## config.mk

```make
export PLATFORM = sky130hd
export DESIGN_NAME = ccff_chain_driver_flat
export DESIGN_NICKNAME = d
export VERILOG_FILES = /design/src/rtl/ccff_pkg.sv /design/src/rtl/ccff_chain_driver_if.sv /design/src/rtl/ccff_rb_packer.sv /design/src/rtl/ccff_chain_driver.sv /design/src/flat_wrapper.sv
export SDC_FILE = /design/constraint.sdc
export NUM_CORES = 1
export LEC_CHECK = 0
export ABC_AREA = 1
export CAP_MARGIN = 25
export CORE_MARGIN = 4
export CORE_UTILIZATION = 25
export DETAILED_ROUTE_END_ITERATION = 8
export SETUP_SLACK_MARGIN = 0.1
export SYNTH_ARGS = -nofsm -noshare
export SYNTH_HDL_FRONTEND = slang
export SYNTH_SLANG_ARGS = --single-unit
```

## constraint.sdc

```tcl
create_clock -name prog_clk -period 4.17 [get_ports prog_clk]
set_clock_uncertainty 0.15 [all_clocks]
set_input_delay 0.417 -clock prog_clk [delete_from_list [all_inputs] [get_ports prog_clk]]
set_output_delay 0.417 -clock prog_clk [all_outputs]
set_load 0.03 [all_outputs]
```

## src/rtl/ccff_pkg.sv

```systemverilog
// Shared types and constants for the configuration-chain transmit driver.
package ccff_pkg;

    localparam int unsigned CCFF_DATA_W = 8;
    localparam int unsigned CCFF_CNT_W  = 16;

    // cby_2_1 tile: one 4-bit size8 mem plus nine 3-bit size6 mems.
    localparam int unsigned CBY_2_1_CHAIN_LEN = 4 + 9 * 3;

    typedef enum logic [1:0] {
        ST_IDLE,
        ST_FETCH,
        ST_SHIFT,
        ST_FINISH
    } ccff_drv_state_e;

endpackage

```

## src/rtl/ccff_chain_driver_if.sv

```systemverilog
// Word stream in from the bitstream source and readback words out.
interface ccff_chain_driver_if
    import ccff_pkg::*;
#(
    parameter int unsigned DATA_W = CCFF_DATA_W
) ();

    logic [DATA_W-1:0] s_data;
    logic              s_valid;
    logic              s_ready;
    logic [DATA_W-1:0] rb_data;
    logic              rb_valid;

    modport master (
        output s_data, s_valid,
        input  s_ready, rb_data, rb_valid
    );

    modport slave (
        input  s_data, s_valid,
        output s_ready, rb_data, rb_valid
    );

endinterface

```

## src/rtl/ccff_rb_packer.sv

```systemverilog
// Repacks bits leaving the chain tail into MSB-first words; a partial word
// is flushed left-aligned when the load finishes.
module ccff_rb_packer
    import ccff_pkg::*;
#(
    parameter int unsigned DATA_W = CCFF_DATA_W
) (
    input  logic              clk_i,
    input  logic              rst_ni,
    input  logic              sample_i,
    input  logic              tail_i,
    input  logic              flush_i,
    output logic [DATA_W-1:0] rb_data_o,
    output logic              rb_valid_o
);

    localparam int unsigned CW = $clog2(DATA_W + 1);

    logic [DATA_W-1:0] acc_q, acc_d;
    logic [CW-1:0]     cnt_q, cnt_d;
    logic [DATA_W-1:0] rb_data_q, rb_data_d;
    logic              rb_valid_q, rb_valid_d;

    // Accumulate one tail bit per enabled edge, emit on full word or flush.
    always_comb begin
        acc_d      = acc_q;
        cnt_d      = cnt_q;
        rb_data_d  = rb_data_q;
        rb_valid_d = 1'b0;
        if (sample_i) begin
            acc_d = {acc_q[DATA_W-2:0], tail_i};
            cnt_d = cnt_q + 1'b1;
        end
        if ((cnt_d == CW'(DATA_W)) || (flush_i && (cnt_d != '0))) begin
            rb_data_d  = acc_d << (CW'(DATA_W) - cnt_d);
            rb_valid_d = 1'b1;
            acc_d      = '0;
            cnt_d      = '0;
        end else if (flush_i) begin
            acc_d = '0;
            cnt_d = '0;
        end
    end

    // Packer state registers.
    always_ff @(posedge clk_i or negedge rst_ni) begin
        if (!rst_ni) begin
            acc_q      <= '0;
            cnt_q      <= '0;
            rb_data_q  <= '0;
            rb_valid_q <= 1'b0;
        end else begin
            acc_q      <= acc_d;
            cnt_q      <= cnt_d;
            rb_data_q  <= rb_data_d;
            rb_valid_q <= rb_valid_d;
        end
    end

    assign rb_data_o  = rb_data_q;
    assign rb_valid_o = rb_valid_q;

endmodule

```

## src/rtl/ccff_chain_driver.sv

```systemverilog
// Serializes configuration words onto ccff_head with config_enable, and
// collects the bits returning on ccff_tail into readback words.
module ccff_chain_driver
    import ccff_pkg::*;
#(
    parameter int unsigned DATA_W = CCFF_DATA_W,
    parameter int unsigned CNT_W  = CCFF_CNT_W
) (
    input  logic                prog_clk,
    input  logic                pReset,
    input  logic                start,
    input  logic [CNT_W-1:0]    chain_len,
    ccff_chain_driver_if.slave  bus,
    output logic                ccff_head,
    output logic                config_enable,
    input  logic                ccff_tail,
    output logic                busy,
    output logic                done
);

    localparam int unsigned IDX_W = (DATA_W > 1) ? $clog2(DATA_W) : 1;

    ccff_drv_state_e   state_q, state_d;
    logic [CNT_W-1:0]  remaining_q, remaining_d;
    logic [IDX_W-1:0]  bit_idx_q, bit_idx_d;
    logic [DATA_W-1:0] word_q, word_d;
    logic              head_q, head_d;
    logic              en_q, en_d;
    logic              done_q, done_d;
    logic              s_ready;

    // Next-state and registered-output logic; head/enable lag the state by
    // one cycle, so the FINISH cycle still carries the final shifted bit.
    always_comb begin
        state_d     = state_q;
        remaining_d = remaining_q;
        bit_idx_d   = bit_idx_q;
        word_d      = word_q;
        head_d      = head_q;
        en_d        = 1'b0;
        done_d      = 1'b0;
        s_ready     = 1'b0;
        case (state_q)
            ST_IDLE: begin
                if (start) begin
                    remaining_d = chain_len;
                    state_d     = (chain_len == '0) ? ST_FINISH : ST_FETCH;
                end
            end
            ST_FETCH: begin
                s_ready = 1'b1;
                if (bus.s_valid) begin
                    word_d    = bus.s_data;
                    bit_idx_d = IDX_W'(DATA_W - 1);
                    state_d   = ST_SHIFT;
                end
            end
            ST_SHIFT: begin
                head_d      = word_q[bit_idx_q];
                en_d        = 1'b1;
                remaining_d = remaining_q - 1'b1;
                if (remaining_q == CNT_W'(1)) begin
                    state_d = ST_FINISH;
                end else if (bit_idx_q == '0) begin
                    state_d = ST_FETCH;
                end else begin
                    bit_idx_d = bit_idx_q - 1'b1;
                end
            end
            ST_FINISH: begin
                done_d  = 1'b1;
                state_d = ST_IDLE;
            end
            default: state_d = ST_IDLE;
        endcase
    end

    // State and output registers.
    always_ff @(posedge prog_clk or negedge pReset) begin
        if (!pReset) begin
            state_q     <= ST_IDLE;
            remaining_q <= '0;
            bit_idx_q   <= '0;
            word_q      <= '0;
            head_q      <= 1'b0;
            en_q        <= 1'b0;
            done_q      <= 1'b0;
        end else begin
            state_q     <= state_d;
            remaining_q <= remaining_d;
            bit_idx_q   <= bit_idx_d;
            word_q      <= word_d;
            head_q      <= head_d;
            en_q        <= en_d;
            done_q      <= done_d;
        end
    end

    assign bus.s_ready   = s_ready;
    assign ccff_head     = head_q;
    assign config_enable = en_q;
    assign done          = done_q;
    assign busy          = (state_q != ST_IDLE) || done_q;

    ccff_rb_packer #(
        .DATA_W (DATA_W)
    ) u_rb_packer (
        .clk_i      (prog_clk),
        .rst_ni     (pReset),
        .sample_i   (en_q),
        .tail_i     (ccff_tail),
        .flush_i    (state_q == ST_FINISH),
        .rb_data_o  (bus.rb_data),
        .rb_valid_o (bus.rb_valid)
    );

endmodule

```

## src/flat_wrapper.sv

```systemverilog
// flat-port wrapper written by rule: the top's interface ports become plain ports
module ccff_chain_driver_flat import ccff_pkg::*;
#(
    parameter int unsigned DATA_W = CCFF_DATA_W,
    parameter int unsigned CNT_W  = CCFF_CNT_W
)
  (prog_clk, pReset, start, chain_len, ccff_head, config_enable, ccff_tail, busy, done, bus_s_data, bus_s_valid, bus_s_ready, bus_rb_data, bus_rb_valid);
  ccff_chain_driver_if #(.DATA_W(DATA_W)) bus_i ();
  input  logic prog_clk;
  input  logic pReset;
  input  logic start;
  input  logic [CNT_W-1:0] chain_len;
  output logic ccff_head;
  output logic config_enable;
  input  logic ccff_tail;
  output logic busy;
  output logic done;
  input wire logic [$bits(bus_i.s_data)-1:0] bus_s_data;
  input wire logic [$bits(bus_i.s_valid)-1:0] bus_s_valid;
  output wire logic [$bits(bus_i.s_ready)-1:0] bus_s_ready;
  output wire logic [$bits(bus_i.rb_data)-1:0] bus_rb_data;
  output wire logic [$bits(bus_i.rb_valid)-1:0] bus_rb_valid;
  assign bus_i.s_data = bus_s_data;
  assign bus_i.s_valid = bus_s_valid;
  assign bus_s_ready = bus_i.s_ready;
  assign bus_rb_data = bus_i.rb_data;
  assign bus_rb_valid = bus_i.rb_valid;
  ccff_chain_driver #(.DATA_W(DATA_W), .CNT_W(CNT_W)) u_core (.prog_clk(prog_clk), .pReset(pReset), .start(start), .chain_len(chain_len), .bus(bus_i), .ccff_head(ccff_head), .config_enable(config_enable), .ccff_tail(ccff_tail), .busy(busy), .done(done));
endmodule
```

==> results of run 1 <==
==> stage by stage <==
step	hold WS, ns	total power (W)
after floorplan	-0.02859	0.002102
after global placement	0.1994	0.002483
after detailed placement	0.2002	0.002495
after CTS	0.3392	0.002931
after global routing	0.3489	0.003202
final	0.3329	0.002896
==> flip-flops by register name, summed over array words and instances (netlist names) <==
signal                         count
u_core.config_enable               1
u_core.done                        1
u_core.state_q                     2
u_core.u_rb_packer.cnt_q           4
u_core.remaining_q                16
u_core.u_rb_packer.acc_q           8
u_core.u_rb_packer.rb_valid_o      1
u_core.u_rb_packer.rb_data_o       8
u_core.bit_idx_q                   3
u_core.word_q                      8
u_core.ccff_head                   1
==> cell usage in the layout, fill, tap and decap left out, types with 2 or more instances in the layout <==
cell type / count
a21oi_1: 19
mux2_1: 4
nor3_1: 2
nand2_4: 2
nor2_2: 3
buf_4: 2
nand2_1: 152
o21ai_0: 28
a21oi_2: 2
inv_2: 3
nand3_1: 40
dfrtp_1: 53
nor2_1: 51
clkbuf_16: 5
clkdlybuf4s50_1: 41
o211ai_1: 4
o21ai_1: 4
nand3b_1: 2
clkinv_2: 2
nor2_4: 3
nand2_2: 4
inv_1: 49
xor2_1: 4
ha_1: 6
==> worst max path at each step <==
stage,from,to
global placement,u_core.config_enable,u_core.u_rb_packer.rb_data_o[6]
CTS,u_core.config_enable,u_core.u_rb_packer.rb_data_o[6]
global route,u_core.config_enable,u_core.u_rb_packer.rb_data_o[7]
floorplan,u_core.config_enable,u_core.u_rb_packer.rb_data_o[7]
detailed placement,u_core.config_enable,u_core.u_rb_packer.rb_data_o[6]
finish,u_core.config_enable,u_core.u_rb_packer.rb_data_o[6]
==> critical path: stages (launching register included) <==
cell and delay [ns]:
dfrtp_1 0.70, inv_2 0.16, nand2_1 0.10, nand2_1 0.23, ha_1 0.46, inv_1 0.22, nand3_1 0.14, nand3_1 0.10
nand2_1 0.06, nand2_1 0.05, nand2_1 0.05
==> report_power, final <==
group          internal, W  leakage (nW)  switching, W
sequential        0.000722         0.664      0.000192
combinational     0.000542          1.15       0.00103
clock             0.000221        0.0696      0.000194
==> area by class of cell <==
type,count,area [um2]
Fill cell,1410,8677
Multi-Input combinational cell,340,1623
Sequential cell,53,1326
Timing Repair Buffer,45,440.4
Tap cell,172,215.2
Inverter,52,195.2
Clock buffer,5,125.1
Clock inverter,3,17.52
==> metal layers <==
metal  vias up  part of all wire [%]  wire [um]
met5         -                     0          0
met4         0                   1.1         87
met3         8                   3.9        313
met2        71                    48       3817
met1      1361                    47       3710
li1       1524                     -          -
==> cell families (layout without fill, tap and decap cells) <==
group	after synthesis	count (layout)	synth area share, %
buf+inv	63	105	8.395
mux	5	5	1.749
fa+ha+maj	6	6	2.332
flops	53	53	41.20
compound gates	60	60	10.03
xor+xnor	4	4	1.088
simple gates	265	265	35.21
==> impl_metrics.toml, run 1 <==
[outcome]
status = "finished clean"

[global_route]
met3_usage_pct = 2.191
grt_max_degree = 40
antenna_found_initial = 0
grt.total_usage_pct = 11.28
grt_pass1_wl_um = 13590
gr-total-overflow = 0
use_met1_pct = 14.29
top_usage_layer = "met2"
groute.layer.met2.usage_pct = 19.52
grt_pass1_vias = 2966

[critical_path]
required_ns = 4.21
reg2reg_to = "u_core.u_rb_packer.rb_data_o[6]"
r2r-start = "u_core.config_enable"
critical_path_class = "flip-flop to flip-flop"
cp_max_fo = 17
arrival_ns = 2.57
end_kind = "flip-flop"
worst-r2r-cell-count = 10
rrSetupSlack_ns = 1.64
setup.worst_path.start_class = "flip-flop"

[logic_synthesis]
synth_area_mm2 = 0.003219
synth_top_area_share_pct = 41.20
synth.most_common_cell = "nand2_1"
ys_seq_area_share_pct = 41.20
synthDistinctLibCells = 34
synth_largest_area_cell = "dfrtp_1"
synth_edf_count = 0
synth_cells = 456
ys_seq_elements = 53
yosys_warnings = 0
postSynthAreaPerCell_um2 = 7.060
synthTopCellsByArea = "dfrtp_1, nand2_1, nand3_1, nor2_1, inv_1"
async_reset_ff_share_pct = 100.0
syn_nets = 491
yosys-top-cells-count = "nand2_1, dfrtp_1, nor2_1"
yosys_most_used_dff = "dfrtp_1"

[routing]
via_count = 2964
dr.pass1.iters = 4
wl_um = 7928
ant_nets = 0
drc = 0
first_iter_violations = 147
routedWlPerCell_um = 11.83
vias_per_cell = 4.424

[finish]
drive_gt1_share_pct = 6.426
fin_cells = 670
nets = 532
final_core_util_pct = 31.24
area_delta_synth_final_pct = 22.46
design_area_mm2 = 0.003943
diodes = 0

[clock_tree]
post-cts-setup-buffers = 0
holdBufCountCts = 1
htreeDepth = 2
cts_resized = 0
clk_pin_slew_worst_paths_ns = 0.07
cts_tree = "done"
clock_sinks = 53
worstSkewPairLatency_ns = 0.29
clockRootBuffer = "clkbuf_16"
cts.path.max_buffers = 2
cts_inserted_buffers = 5

[run]
drv_cap = 0

[floorplan]
dieHeight_um = 121.5
row_count = 41
dieArea_mm2 = 0.01476
coreArea_mm2 = 0.01262
ios = 43
dieWidth_um = 121.5
start_util_pct = 25.51

[place]
gp_congestion = 0.8994
placement.io_buffers = 42
post-place-ws_ns = 1.633
place_hpwl_um = 6013
dpl_cell_area_mm2 = 0.003790
post-place-cells = 661

[timing]
hold_viol = 0
period_share_pct = 60.66
max_freq_mhz = 395.3
timing_max_transition_violations_final = 0
finalSetupViolCount = 0
worstMarginPinSlew_ns = 0.7189
fin_ws_ns = 1.640
rsz0062_at_grt = "no"
setup_tns_ns = 0
relSlewSlack_pct = 52.02
period_needed_ns = 2.530

[min_path]
worstHoldStart = "u_core.u_rb_packer.rb_data_o[7]"
whs_endpoint = "u_core.u_rb_packer.rb_data_o[7]"
hold_class = "flip-flop to flip-flop"
whs_path_depth = 2

[power_and_ir_drop]
peakVddDrop_mv = 0.3159
p_leak_nw = 1.881
power_density_mw_per_mm2 = 734.6
Power figures use the tool's default switching activity.
==> run 2, diff against run 1 <==
Clock period 4.17 ns to 2.4 ns, I/O delays scaled along.
==> run 2 against run 1 <==
Combinational power increased by 84%. Clock power increased by 75%. Sequential cell count unchanged. Worst hold slack got worse by 0.17 ns. Wire length increased by 2.8%. Critical path depth decreased by 7. Sequential share of layout area decreased by 0.66 points. Setup slack got worse by 1.4 ns. Die area unchanged. Via count increased by 0.71%. First-iteration DRC count increased by 31%. Largest power group unchanged.
==> impl_metrics.toml, run 2 (synthesized netlist as in run 1, its figures left out) <==
[outcome]
status = "finished clean"

[critical_path]
worst-r2r-cell-count = 12
cpPeakStageDelay_ns = 0.60
cp.depth = 3
cp_max_fo = 10
critical_path_class = "flip-flop to output pin"
setup.worst_path.start_class = "flip-flop"
cp_cell_sequence = "nor2_2, nand2_1, clkdlybuf4s50_1"
arrival_ns = 1.78
end_kind = "output pin"
crit_buf_inv = 1
cpMaxStageDelayCell = "clkdlybuf4s50_1"
required_ns = 2.01
crit_family = "buffers and inverters"

[clock_tree]
clockRootBuffer = "clkbuf_16"
clk_pin_slew_worst_paths_ns = 0.07
post-cts-setup-buffers = 0
cts.path.max_buffers = 2
htreeDepth = 2
clock_sinks = 53
worstSkewPairLatency_ns = 0.30
cts_inserted_buffers = 5
cts_tree = "done"

[global_route]
grt_pass1_vias = 2990
antenna_found_initial = 0
grt_pass1_wl_um = 14300
grt.total_usage_pct = 11.91
grt_max_degree = 41
gr-total-overflow = 0

[timing]
hold_viol = 0
period_share_pct = 90.61
timing_max_transition_violations_final = 0
finalSetupViolCount = 0
setup_tns_ns = 0
relSlewSlack_pct = 66.27
max_freq_mhz = 459.8
worstMarginPinSlew_ns = 0.5054
fin_ws_ns = 0.2253
period_needed_ns = 2.175
rsz0062_at_grt = "yes"
whs_ns = 0.1673

[floorplan]
ios = 43
dieArea_mm2 = 0.01476
row_count = 41
start_util_pct = 25.51
coreArea_mm2 = 0.01262
dieWidth_um = 121.5
dieHeight_um = 121.5

[place]
post-place-cells = 668
gp_congestion = 0.9016
place_hpwl_um = 6192
placement.io_buffers = 42
post-place-ws_ns = 0.2528

[power_and_ir_drop]
power_density_mw_per_mm2 = 1290
p_leak_nw = 1.921
peakVddDrop_mv = 0.4662

[routing]
drc = 0
wl_um = 8148
routedWlPerCell_um = 12.02
vias_per_cell = 4.403
via_count = 2985
dr.pass1.iters = 4
first_iter_violations = 193
ant_nets = 0

[finish]
largest_reg_flops = 16
seq_area_mm2 = 0.001326
largest_register = "u_core.remaining_q"
fillers = 1374
diodes = 0
multi_input_area_mm2 = 0.001628
nets = 540
fin_cells = 678
final_core_util_pct = 31.87
final_cell_mix = "nand2_1, dfrtp_1, nor2_1"
layout_commonest_cell = "nand2_1"
drive_gt1_share_pct = 8.103
area_delta_synth_final_pct = 24.91

[min_path]
hold_class = "input port to asynchronous set/reset pin"

[run]
drv_cap = 0
run 2: what timing repair did:
item	4_1_cts	5_1_grt
endpoints found under the setup margin	0	6
endpoints found under the hold margin	38	0
hold buffers	1	0
resized for setup	0	3
run 2: area by class of cell:
cell class | count | share of cell area (%)
well taps | 172 | 5.352
repair buffers | 53 | 12.76
clock buffers | 6 | 3.205
inverters | 52 | 4.854
clock inverters | 2 | 0.3734
flip-flops and latches | 53 | 32.98
multi-input cells | 340 | 40.48
run 2: power breakdown:
| group | switching, W | internal (W) |
|---|---|---|
| sequential | 0.000324 | 0.00126 |
| clock | 0.000335 | 0.000388 |
| combinational | 0.00186 | 0.00102 |
run 2: worst register-to-register path, delay by kind of cell (launching register included):
| kind | cells | cell delay (ns) |
|---|---|---|
| simple gates | 8 | 0.75 |
| fa+ha+maj | 2 | 0.55 |
| flops | 1 | 0.44 |
| buf+inv | 2 | 0.14 |
run 2: through the flow:
stage | total power [W] | instance area, um2
6_report | 0.005188 | 4021
5_1_grt | 0.005735 | 4021
4_1_cts | 0.005207 | 3996
3_5_place_dp | 0.004453 | 3842
3_3_place_gp | 0.004412 | 3842
2_1_floorplan | 0.003652 | 3219
run 2: path summary, 6_finish.rpt:
check | end | start | slack [ns]
worst max-delay path | busy | u_core.state_q[1] | 0.23
worst min-delay path | u_core.u_rb_packer.rb_valid_o | pReset | 0.17
worst max register to register | u_core.u_rb_packer.rb_data_o[6] | u_core.u_rb_packer.cnt_q[0] | 0.28
worst min register to register | u_core.u_rb_packer.rb_data_o[3] | u_core.u_rb_packer.rb_data_o[3] | 0.34
max in group asynchronous | u_core.word_q[1] | pReset | 1.31
min in group prog_clk | u_core.u_rb_packer.rb_data_o[3] | u_core.u_rb_packer.rb_data_o[3] | 0.34
run 2: routing by layer:
| metal | global-route usage [%] | part of all wire, % | wire (um) | up-vias |
|---|---|---|---|---|
| met5 | 0 | 0 | 0 | - |
| met4 | 4.622 | 1.7 | 140 | 0 |
| met3 | 1.958 | 3.8 | 306 | 9 |
| met2 | 18.69 | 45 | 3688 | 49 |
| met1 | 16.38 | 49 | 4013 | 1386 |
| li1 | - | - | - | 1541 |
==> run 3, diff against run 2 <==
Settings changed: SLEW_MARGIN set to 25.
==> run 3 against run 2 <==
Combinational power about the same. Wire length about the same. Final cell count decreased by 0.15%. Fmax about the same. Clock-buffer cell count unchanged. Design area decreased by 0.44%. Die area unchanged. Critical path type unchanged. Largest cell class unchanged. Largest power group unchanged.
==> impl_metrics.toml, run 3 (synthesized netlist as in run 1, its figures left out) <==
[outcome]
status = "finished clean"

[floorplan]
row_count = 41
ios = 43
dieWidth_um = 121.5
coreArea_mm2 = 0.01262
start_util_pct = 25.51
dieHeight_um = 121.5
dieArea_mm2 = 0.01476

[timing]
setup_tns_ns = 0
max_freq_mhz = 460.0
timing_max_transition_violations_final = 0
rsz0062_at_grt = "yes"
worstMarginPinSlew_ns = 0.5217
whs_ns = 0.3084
period_needed_ns = 2.174
relSlewSlack_pct = 65.22
period_share_pct = 90.58
hold_viol = 0
finalSetupViolCount = 0

[routing]
vias_per_cell = 4.411
wl_um = 8151
dr.pass1.iters = 4
drc = 0
via_count = 2986
routedWlPerCell_um = 12.04
first_iter_violations = 187
ant_nets = 0

[critical_path]
critical_path_class = "flip-flop to output pin"
crit_family = "buffers and inverters"
setup.worst_path.start_class = "flip-flop"
crit_buf_inv = 1
required_ns = 2.01
cpPeakStageDelay_ns = 0.60
arrival_ns = 1.78
cp_max_fo = 10
end_kind = "output pin"
cp_cell_sequence = "nor2_2, nand2_1, clkdlybuf4s50_1"
cpMaxStageDelayCell = "clkdlybuf4s50_1"

[run]
drv_cap = 0

[finish]
fin_cells = 677
area_delta_synth_final_pct = 24.37
largest_register = "u_core.remaining_q"
nets = 539
diodes = 0
final_cell_mix = "nand2_1, dfrtp_1, nor2_1"
largest_reg_flops = 16
drive_gt1_share_pct = 7.921
layout_commonest_cell = "nand2_1"

[power_and_ir_drop]
peakVddDrop_mv = 0.4663
power_density_mw_per_mm2 = 1295
p_leak_nw = 1.912

[clock_tree]
cts_inserted_buffers = 5
cts.path.max_buffers = 2
htreeDepth = 2
clk_pin_slew_worst_paths_ns = 0.07
clockRootBuffer = "clkbuf_16"
clock_sinks = 53
cts_tree = "done"
post-cts-setup-buffers = 0
worstSkewPairLatency_ns = 0.30

[place]
gp_congestion = 0.9016
placement.io_buffers = 42
place_hpwl_um = 6192
post-place-cells = 668

[global_route]
grt_pass1_wl_um = 14300
grt.total_usage_pct = 11.91
grt_max_degree = 41
antenna_found_initial = 0
grt_pass1_vias = 2990
gr-total-overflow = 0

[min_path]
hold_class = "input port to asynchronous set/reset pin"
## run 3: cell count changes in the layout (fill, tap and decap cells not counted)
cell,previous run,this run
buf_12,1,0
buf_4,9,10
buf_2,1,0
## run 3: through the flow
| stage | power [W] | instance area, um2 | util, % | worst slack, ns |
|---|---|---|---|---|
| after global placement | 0.004412 | 3842 | 30.45 | 0.3188 |
| final | 0.005184 | 4004 | 31.73 | 0.2262 |
| after detailed placement | 0.004453 | 3842 | 30.45 | 0.2528 |
| after floorplan | 0.003652 | 3219 | - | 0.2656 |
| after CTS | 0.005207 | 3996 | 31.67 | 0.1920 |
| after global routing | 0.005732 | 4004 | 31.73 | 0.08471 |
## run 3: repair_timing
action | CTS | global route
hold buffers | 1 | 0
setup endpoints to repair | 0 | 6
hold endpoints to repair | 38 | 0
resized for setup | 0 | 3
## run 3: final cells by class
type                            count  area (um2)
Fill cell                        1373        8616
Multi-Input combinational cell    340        1628
Timing Repair Buffer               52       495.5
Inverter                           52       195.2
Tap cell                          172       215.2
Clock buffer                        6       128.9
Sequential cell                    53        1326
Clock inverter                      2       15.01
## run 3: metal layers
metal / vias to the layer above / track usage [%] / wire [um]
li1: 1538 / - / -
met5: - / 0 / 0
met3: 11 / 1.958 / 322
met2: 55 / 18.69 / 3678
met1: 1382 / 16.38 / 3998
met4: 0 / 4.622 / 151
## run 3: power breakdown
group	internal [W]	leakage, nW	switching (W)
sequential	0.00126	0.664	0.000323
clock	0.000388	0.0631	0.000336
combinational	0.00102	1.19	0.00186
total	0.00266	1.91	0.00252
## run 3: final timing paths
kind / cells after the start / to / slack [ns] / start
setup reg to reg: 12 / u_core.u_rb_packer.rb_data_o[6] / 0.28 / u_core.u_rb_packer.cnt_q[0]
hold reg to reg: 2 / u_core.u_rb_packer.rb_data_o[3] / 0.33 / u_core.u_rb_packer.rb_data_o[3]
min in group prog_clk: 2 / u_core.u_rb_packer.rb_data_o[3] / 0.33 / u_core.u_rb_packer.rb_data_o[3]
hold / removal: 2 / u_core.u_rb_packer.rb_valid_o / 0.31 / pReset
max in group asynchronous: 3 / u_core.word_q[1] / 1.25 / pReset
setup / recovery: 3 / busy / 0.23 / u_core.state_q[1]
## run 3: worst reg2reg max path, cell delays in order (launching register included)
cell and delay, ns:
dfrtp_1 0.44, ha_1 0.31, inv_1 0.04, nand2_1 0.05, nand2_1 0.11, ha_1 0.24, nand3b_1 0.17, nand2_1 0.17
inv_2 0.10, nand3_1 0.08, nand2_1 0.05, nand2_1 0.07, nand2_1 0.05
